===== src/rtl/tiny_nn_seq_pkg.sv =====
// Shared types and constants for the tiny_nn job sequencer.
package tiny_nn_seq_pkg;

   localparam int unsigned CmdW = 16;
   localparam int unsigned OutW = 8;
   localparam int unsigned LenW = 16;
   localparam int unsigned ToW  = 16;

   localparam logic [CmdW-1:0] CmdNop = 16'h0000;

   typedef enum logic [1:0] {
      IDLE   = 2'd0,
      STREAM = 2'd1,
      DRAIN  = 2'd2,
      DONE   = 2'd3
   } seq_state_e;

   typedef struct packed {
      logic            last;
      logic [CmdW-1:0] data;
   } seq_cmd_t;

   // Increment that sticks at all-ones instead of wrapping.
   function automatic logic [LenW-1:0] sat_inc(input logic [LenW-1:0] v);
      return (v == '1) ? v : v + LenW'(1);
   endfunction

endpackage


===== src/rtl/tiny_nn_seq_timeout.sv =====
// Drain watchdog: counts enabled cycles, flags the cycle whose increment reaches TimeoutCycles.
module tiny_nn_seq_timeout
   import tiny_nn_seq_pkg::*;
#(
   parameter int unsigned TimeoutCycles = 100
) (
   input  logic clk_i,
   input  logic rst_ni,
   input  logic clr_i,
   input  logic en_i,
   output logic hit_c
);

   localparam logic [ToW-1:0] HitVal = ToW'(TimeoutCycles - 1);

   logic [ToW-1:0] count_q;

   always_ff @(posedge clk_i or negedge rst_ni) begin
      if (!rst_ni) begin
         count_q <= '0;
      end else if (clr_i) begin
         count_q <= '0;
      end else if (en_i) begin
         count_q <= count_q + ToW'(1);
      end
   end

   assign hit_c = en_i && (count_q == HitVal);

endmodule


===== src/rtl/tiny_nn_seq.sv =====
// Job sequencer in front of tiny_nn_top: streams command words to the core,
// drains with NOPs until the core idles (or times out), and forwards core output bytes.
module tiny_nn_seq
   import tiny_nn_seq_pkg::*;
#(
   parameter int unsigned TimeoutCycles = 100
) (
   input  logic            clk_i,
   input  logic            rst_ni,
   input  logic            cmd_valid_i,
   output logic            cmd_ready_o,
   input  logic [CmdW-1:0] cmd_data_i,
   input  logic            cmd_last_i,
   output logic [CmdW-1:0] core_data_o,
   input  logic [OutW-1:0] core_data_i,
   input  logic            core_idle_i,
   output logic            result_valid_o,
   output logic [OutW-1:0] result_data_o,
   output logic            busy_o,
   output logic            done_o,
   output logic            timeout_o,
   output logic            underrun_o,
   output logic [LenW-1:0] job_len_o
);

   seq_state_e state_q, state_d;
   seq_cmd_t   cmd_c;
   logic       accept_c;
   logic       to_clr_c, to_en_c, to_hit_c;

   logic            cmd_ready_q, cmd_ready_d;
   logic [CmdW-1:0] core_data_q, core_data_d;
   logic            result_valid_q, result_valid_d;
   logic [OutW-1:0] result_data_q, result_data_d;
   logic            busy_q, busy_d;
   logic            done_q, done_d;
   logic            timeout_q, timeout_d;
   logic            underrun_q, underrun_d;
   logic [LenW-1:0] job_len_q, job_len_d;

   assign cmd_c    = '{last: cmd_last_i, data: cmd_data_i};
   assign accept_c = cmd_valid_i && cmd_ready_q;

   // Counter is held at zero outside DRAIN, so every drain starts from zero.
   assign to_clr_c = (state_q != DRAIN);
   assign to_en_c  = (state_q == DRAIN) && !core_idle_i;

   tiny_nn_seq_timeout #(
      .TimeoutCycles(TimeoutCycles)
   ) u_timeout (
      .clk_i (clk_i),
      .rst_ni(rst_ni),
      .clr_i (to_clr_c),
      .en_i  (to_en_c),
      .hit_c (to_hit_c)
   );

   // State register
   always_ff @(posedge clk_i or negedge rst_ni) begin
      if (!rst_ni) begin
         state_q <= IDLE;
      end else begin
         state_q <= state_d;
      end
   end

   // Next-state logic
   always_comb begin
      state_d = state_q;
      case (state_q)
         IDLE:    if (accept_c) state_d = cmd_c.last ? DRAIN : STREAM;
         STREAM:  if (accept_c && cmd_c.last) state_d = DRAIN;
         DRAIN:   if (core_idle_i || to_hit_c) state_d = DONE;
         DONE:    state_d = IDLE;
         default: state_d = IDLE;
      endcase
   end

   // Output next values; ready/busy/done follow the upcoming state so they line up with it.
   always_comb begin
      cmd_ready_d    = (state_d == IDLE) || (state_d == STREAM);
      core_data_d    = accept_c ? cmd_c.data : CmdNop;
      busy_d         = (state_d != IDLE);
      done_d         = (state_d == DONE);
      result_valid_d = (state_q == STREAM) || (state_q == DRAIN);
      result_data_d  = result_valid_d ? core_data_i : result_data_q;
      timeout_d      = timeout_q;
      underrun_d     = underrun_q;
      job_len_d      = job_len_q;
      case (state_q)
         IDLE: begin
            if (accept_c) begin
               timeout_d  = 1'b0;
               underrun_d = 1'b0;
               job_len_d  = LenW'(1);
            end
         end
         STREAM: begin
            if (accept_c) begin
               job_len_d = sat_inc(job_len_q);
            end else if (!cmd_valid_i) begin
               underrun_d = 1'b1;
            end
         end
         DRAIN: begin
            if (to_hit_c) timeout_d = 1'b1;
         end
         default: ;
      endcase
   end

   // Output registers
   always_ff @(posedge clk_i or negedge rst_ni) begin
      if (!rst_ni) begin
         cmd_ready_q    <= 1'b0;
         core_data_q    <= CmdNop;
         result_valid_q <= 1'b0;
         result_data_q  <= '0;
         busy_q         <= 1'b0;
         done_q         <= 1'b0;
         timeout_q      <= 1'b0;
         underrun_q     <= 1'b0;
         job_len_q      <= '0;
      end else begin
         cmd_ready_q    <= cmd_ready_d;
         core_data_q    <= core_data_d;
         result_valid_q <= result_valid_d;
         result_data_q  <= result_data_d;
         busy_q         <= busy_d;
         done_q         <= done_d;
         timeout_q      <= timeout_d;
         underrun_q     <= underrun_d;
         job_len_q      <= job_len_d;
      end
   end

   assign cmd_ready_o    = cmd_ready_q;
   assign core_data_o    = core_data_q;
   assign result_valid_o = result_valid_q;
   assign result_data_o  = result_data_q;
   assign busy_o         = busy_q;
   assign done_o         = done_q;
   assign timeout_o      = timeout_q;
   assign underrun_o     = underrun_q;
   assign job_len_o      = job_len_q;

endmodule


===== config.mk =====
export PLATFORM = sky130hd
export DESIGN_NAME = tiny_nn_seq
export DESIGN_NICKNAME = d
export VERILOG_FILES = /design/src/rtl/tiny_nn_seq_pkg.sv /design/src/rtl/tiny_nn_seq_timeout.sv /design/src/rtl/tiny_nn_seq.sv
export SDC_FILE = /design/constraint.sdc
export NUM_CORES = 1
export LEC_CHECK = 0
export CORE_AREA = 2 2 86 88
export CTS_CLUSTER_SIZE = 25
export DETAILED_ROUTE_END_ITERATION = 10
export DIE_AREA = 0 0 88 90
export PLACE_DENSITY_LB_ADDON = 0.05
export SYNTH_ARGS = -nofsm -noshare
export SYNTH_HDL_FRONTEND = slang
export SYNTH_SLANG_ARGS = --single-unit

===== constraint.sdc =====
create_clock -name clk_i -period 2.1 [get_ports clk_i]
set_clock_uncertainty 0.15 [all_clocks]
set_input_delay 0.21 -clock clk_i [delete_from_list [all_inputs] [get_ports clk_i]]
set_output_delay 0.21 -clock clk_i [all_outputs]
set_load 0.05 [all_outputs]

==> results.ini <==
[global_routing]
grt_antenna_before_repair=0
largest_net_degree_at_the_start_of_global_routing=47
grt.overflow.total=0
wire_length_of_the_first_global_routing_pass_mm=12.1
track_usage=0.196
grt_pass1_vias=2593

[timing]
max_slew.worst_pin.slew_ps=532
fin_tns_setup_ps=0
max_freq_mhz=494
relSlewSlack=0.644
fin_crit_share=0.963
final-setup-viol-count=0
fin_crit_ps=2020
rsz_0062_raised_after_global_routing=no
drv_slew=0
timing.final.hold_violations=0
worst_hold_slack_ps=197
finalWorstSetupSlack_ps=77.2

[route]
drt-total-wl_mm=7.15
postRouteAntennaNets=0
detail_route.iter0.violations=68
route.vias.total=2611
firstDrtPassIters=4
drc=0
routed_via_density=5.22
detail_route.wl_per_cell_um=14.3

[die]
initial_core_util=0.431
die_x_um=88
core.rowCount=31
core_mm2=0.00702
floorplan.die.height_um=90
die_area_mm2=0.00792
io_pins=75

[yosys]
synth_area_per_cell_um2=10.6
synth_enable_flop_cells=0
post_synth_fa_ha_maj_area_fraction=0.0248
synthDistinctLibCells=46
netlist_instances=286
synthArstFlopShare=1.00
syn-cell-area_mm2=0.00302
synthXorXnorAreaFrac=0.0290
dominant_combinational_cell_family_by_area_after_synthesis=simple AND/OR/NAND/NOR gates
ys.flop_type=dfrtp_1
synth.top_cells.by_count=64 x dfrtp_1, 24 x nand2_1, 23 x nor2_1
synth_compound_area_frac=0.113
yosys.area.top_type_share=0.530
synth-simple-area-share=0.216
ys_seq_area_frac=0.530
synth_seq_cells=64
synth_top_cell_by_area=dfrtp_1
yosys.cell_count.top_type=dfrtp_1
synth-warning-count=0
synthesis.nets=321
yosys-mux-area-fraction=0.0567
cell_types_with_the_largest_area_share_after_synthesis=dfrtp_1 53%, and3_1 3.9%, mux2_2 3.4%

[clocking]
root_buffer_cell=clkbuf_8
clock_tree.buffer_depth=2
cts_tree=yes
tritoncts_num_sinks=64
cts_inserted_buffers=9
clk_pin_slew_ps=70
cts.htree.levels=3
clock_latency_ps=350

[worst_hold_path]
worstHoldPathType=primary input to async pin

[worst_setup_path]
critPathMaxStageDelay_ps=530
timing.critical_path.slowest_stage_cell=or4_1
timing.critical_path.required_ps=2180
cp_max_fo=6
worst_path_most_repeated_cell=a211oi_1
worst-endpoint-arrival_ps=2100
critical_path.startpoint_type=flip-flop
setup.worst_path.class=flip-flop to flip-flop
critical_path.cell_chain=inv_2 -> ha_4 -> o211ai_4 -> buf_4 -> or4_1 -> a211oi_1 -> a211oi_1
crit_path_end_kind=flip-flop

[placed_design]
dp_hpwl_mm=5.01
place.gp.congestion=0.782
numPortBuffers=74
place_ws_ps=-147

[cells_and_area]
final_layout_size_suffix_gt1_frac=0.200
final.fill_count=584
final_net_count=431
layout-area-overhead-vs-synth_pct=46.1
diodes=0
fin_util=0.629

[pwr]
power_leakage_nw=1.87
max-vdd-ir-drop_v=0.000893
power.density_mw_per_mm2=1120

[flow_run]
max-cap-violations=0

[status]
status=completed

==> kinds of logic (layout without fill, tap and decap cells) <==
logic type	count (synthesis)	in the layout
AO/OA/AOI/OAI	48	48
XOR/XNOR	10	10
adder cells (fa/ha/maj)	6	6
buffers and inverters	23	138
flip-flops	64	64
multiplexers	16	16
AND/OR/NAND/NOR	119	119
==> worst max-delay path, delay by kind of cell, from the launching register on <==
kind | cells | cell delay, ps
buffers and inverters | 2 | 250
flip-flops | 1 | 440
AO/OA/AOI/OAI | 3 | 390
AND/OR/NAND/NOR | 1 | 530
adder cells (fa/ha/maj) | 1 | 150
==> path summary, 6_finish.rpt <==
path                                  start          endpoint  slack [ps]  cells after the start
max                              state_q[0]      job_len_o[7]          80                      7
max in group asynchronous            rst_ni        state_q[0]         990                      3
max reg2reg                      state_q[0]      job_len_o[7]          80                      7
min reg2reg                result_data_o[3]  result_data_o[3]         360                      1
min in group clk_i           cmd_data_i[12]   core_data_o[12]         310                      2
min                                  rst_ni    core_data_o[2]         200                      2
==> metrics by stage <==
| stage | instance area, um2 | std cells | total power (W) |
|---|---|---|---|
| 3_3_place_gp | 4120 | 482 | 0.00365 |
| 2_1_floorplan | 3060 | 286 | 0.00289 |
| 6_report | 4420 | 500 | 0.00494 |
| 3_5_place_dp | 4120 | 482 | 0.00365 |
| 5_1_grt | 4420 | 500 | 0.00519 |
| 4_1_cts | 4400 | 500 | 0.00499 |
==> power breakdown <==
part	internal, W	total (W)	switching (W)
Clock	0.000765	0.00125	0.000488
Sequential	0.00145	0.00156	0.000114
Combinational	0.000835	0.00213	0.00129
Total	0.00305	0.00494	0.00189
==> per-layer routing <==
| metal | vias to the layer above | global-route usage | part of all wire |
|---|---|---|---|
| li1 | 1261 | - | - |
| met1 | 1273 | 0.248 | 0.46 |
| met2 | 60 | 0.303 | 0.48 |
| met3 | 17 | 0.0432 | 0.040 |
| met4 | 0 | 0.118 | 0.025 |
| met5 | - | 0 | 0 |
==> sequential cells by signal, indices dropped and copies added, names as in the netlist <==
name	count
done_o	1
underrun_o	1
state_q	2
job_len_o	16
timeout_o	1
cmd_ready_o	1
busy_o	1
result_data_o	8
core_data_o	16
u_timeout.count_q	16
result_valid_o	1
==> final cells by class <==
class,instances,area (um2),share of cell area
Multi-Input combinational cell,199,1380,0.313
Tap cell,99,124,0.0280
Clock inverter,4,75.1,0.0170
Timing Repair Buffer,109,1010,0.229
Sequential cell,64,1610,0.365
Clock buffer,12,165,0.0374
Inverter,13,48.8,0.0110
==> cell usage in the layout, fill, tap and decap left out, types with 3 or more instances in the layout <==
master and instances:
or4_1 7, nor3_1 4, mux2i_1 7, nand2b_1 5, nand2_1 24, clkdlybuf4s50_1 72
xnor2_1 5, inv_1 10, mux2_2 9, clkbuf_8 12, o21ai_0 5, and3_1 19
and2_1 3, nand3_1 8, nor2_1 23, dfrtp_1 57, o31ai_1 6, a21oi_1 15
ha_1 4, a31oi_1 3, nor4_2 3, a211oi_1 7, nor4_1 5, buf_4 34
or3_1 3, xor2_1 5, nand4_1 4, dfrtp_2 7
==> repair_timing <==
action,4_1_cts,5_1_grt
endpoints found under the hold margin,18,0
buffers inserted,1,0
endpoints found under the setup margin,4,7
hold buffers,1,0
pin swaps,0,1
cloned,0,0
resized for setup,5,3
No activity file was read; power rests on OpenSTA's default activity.
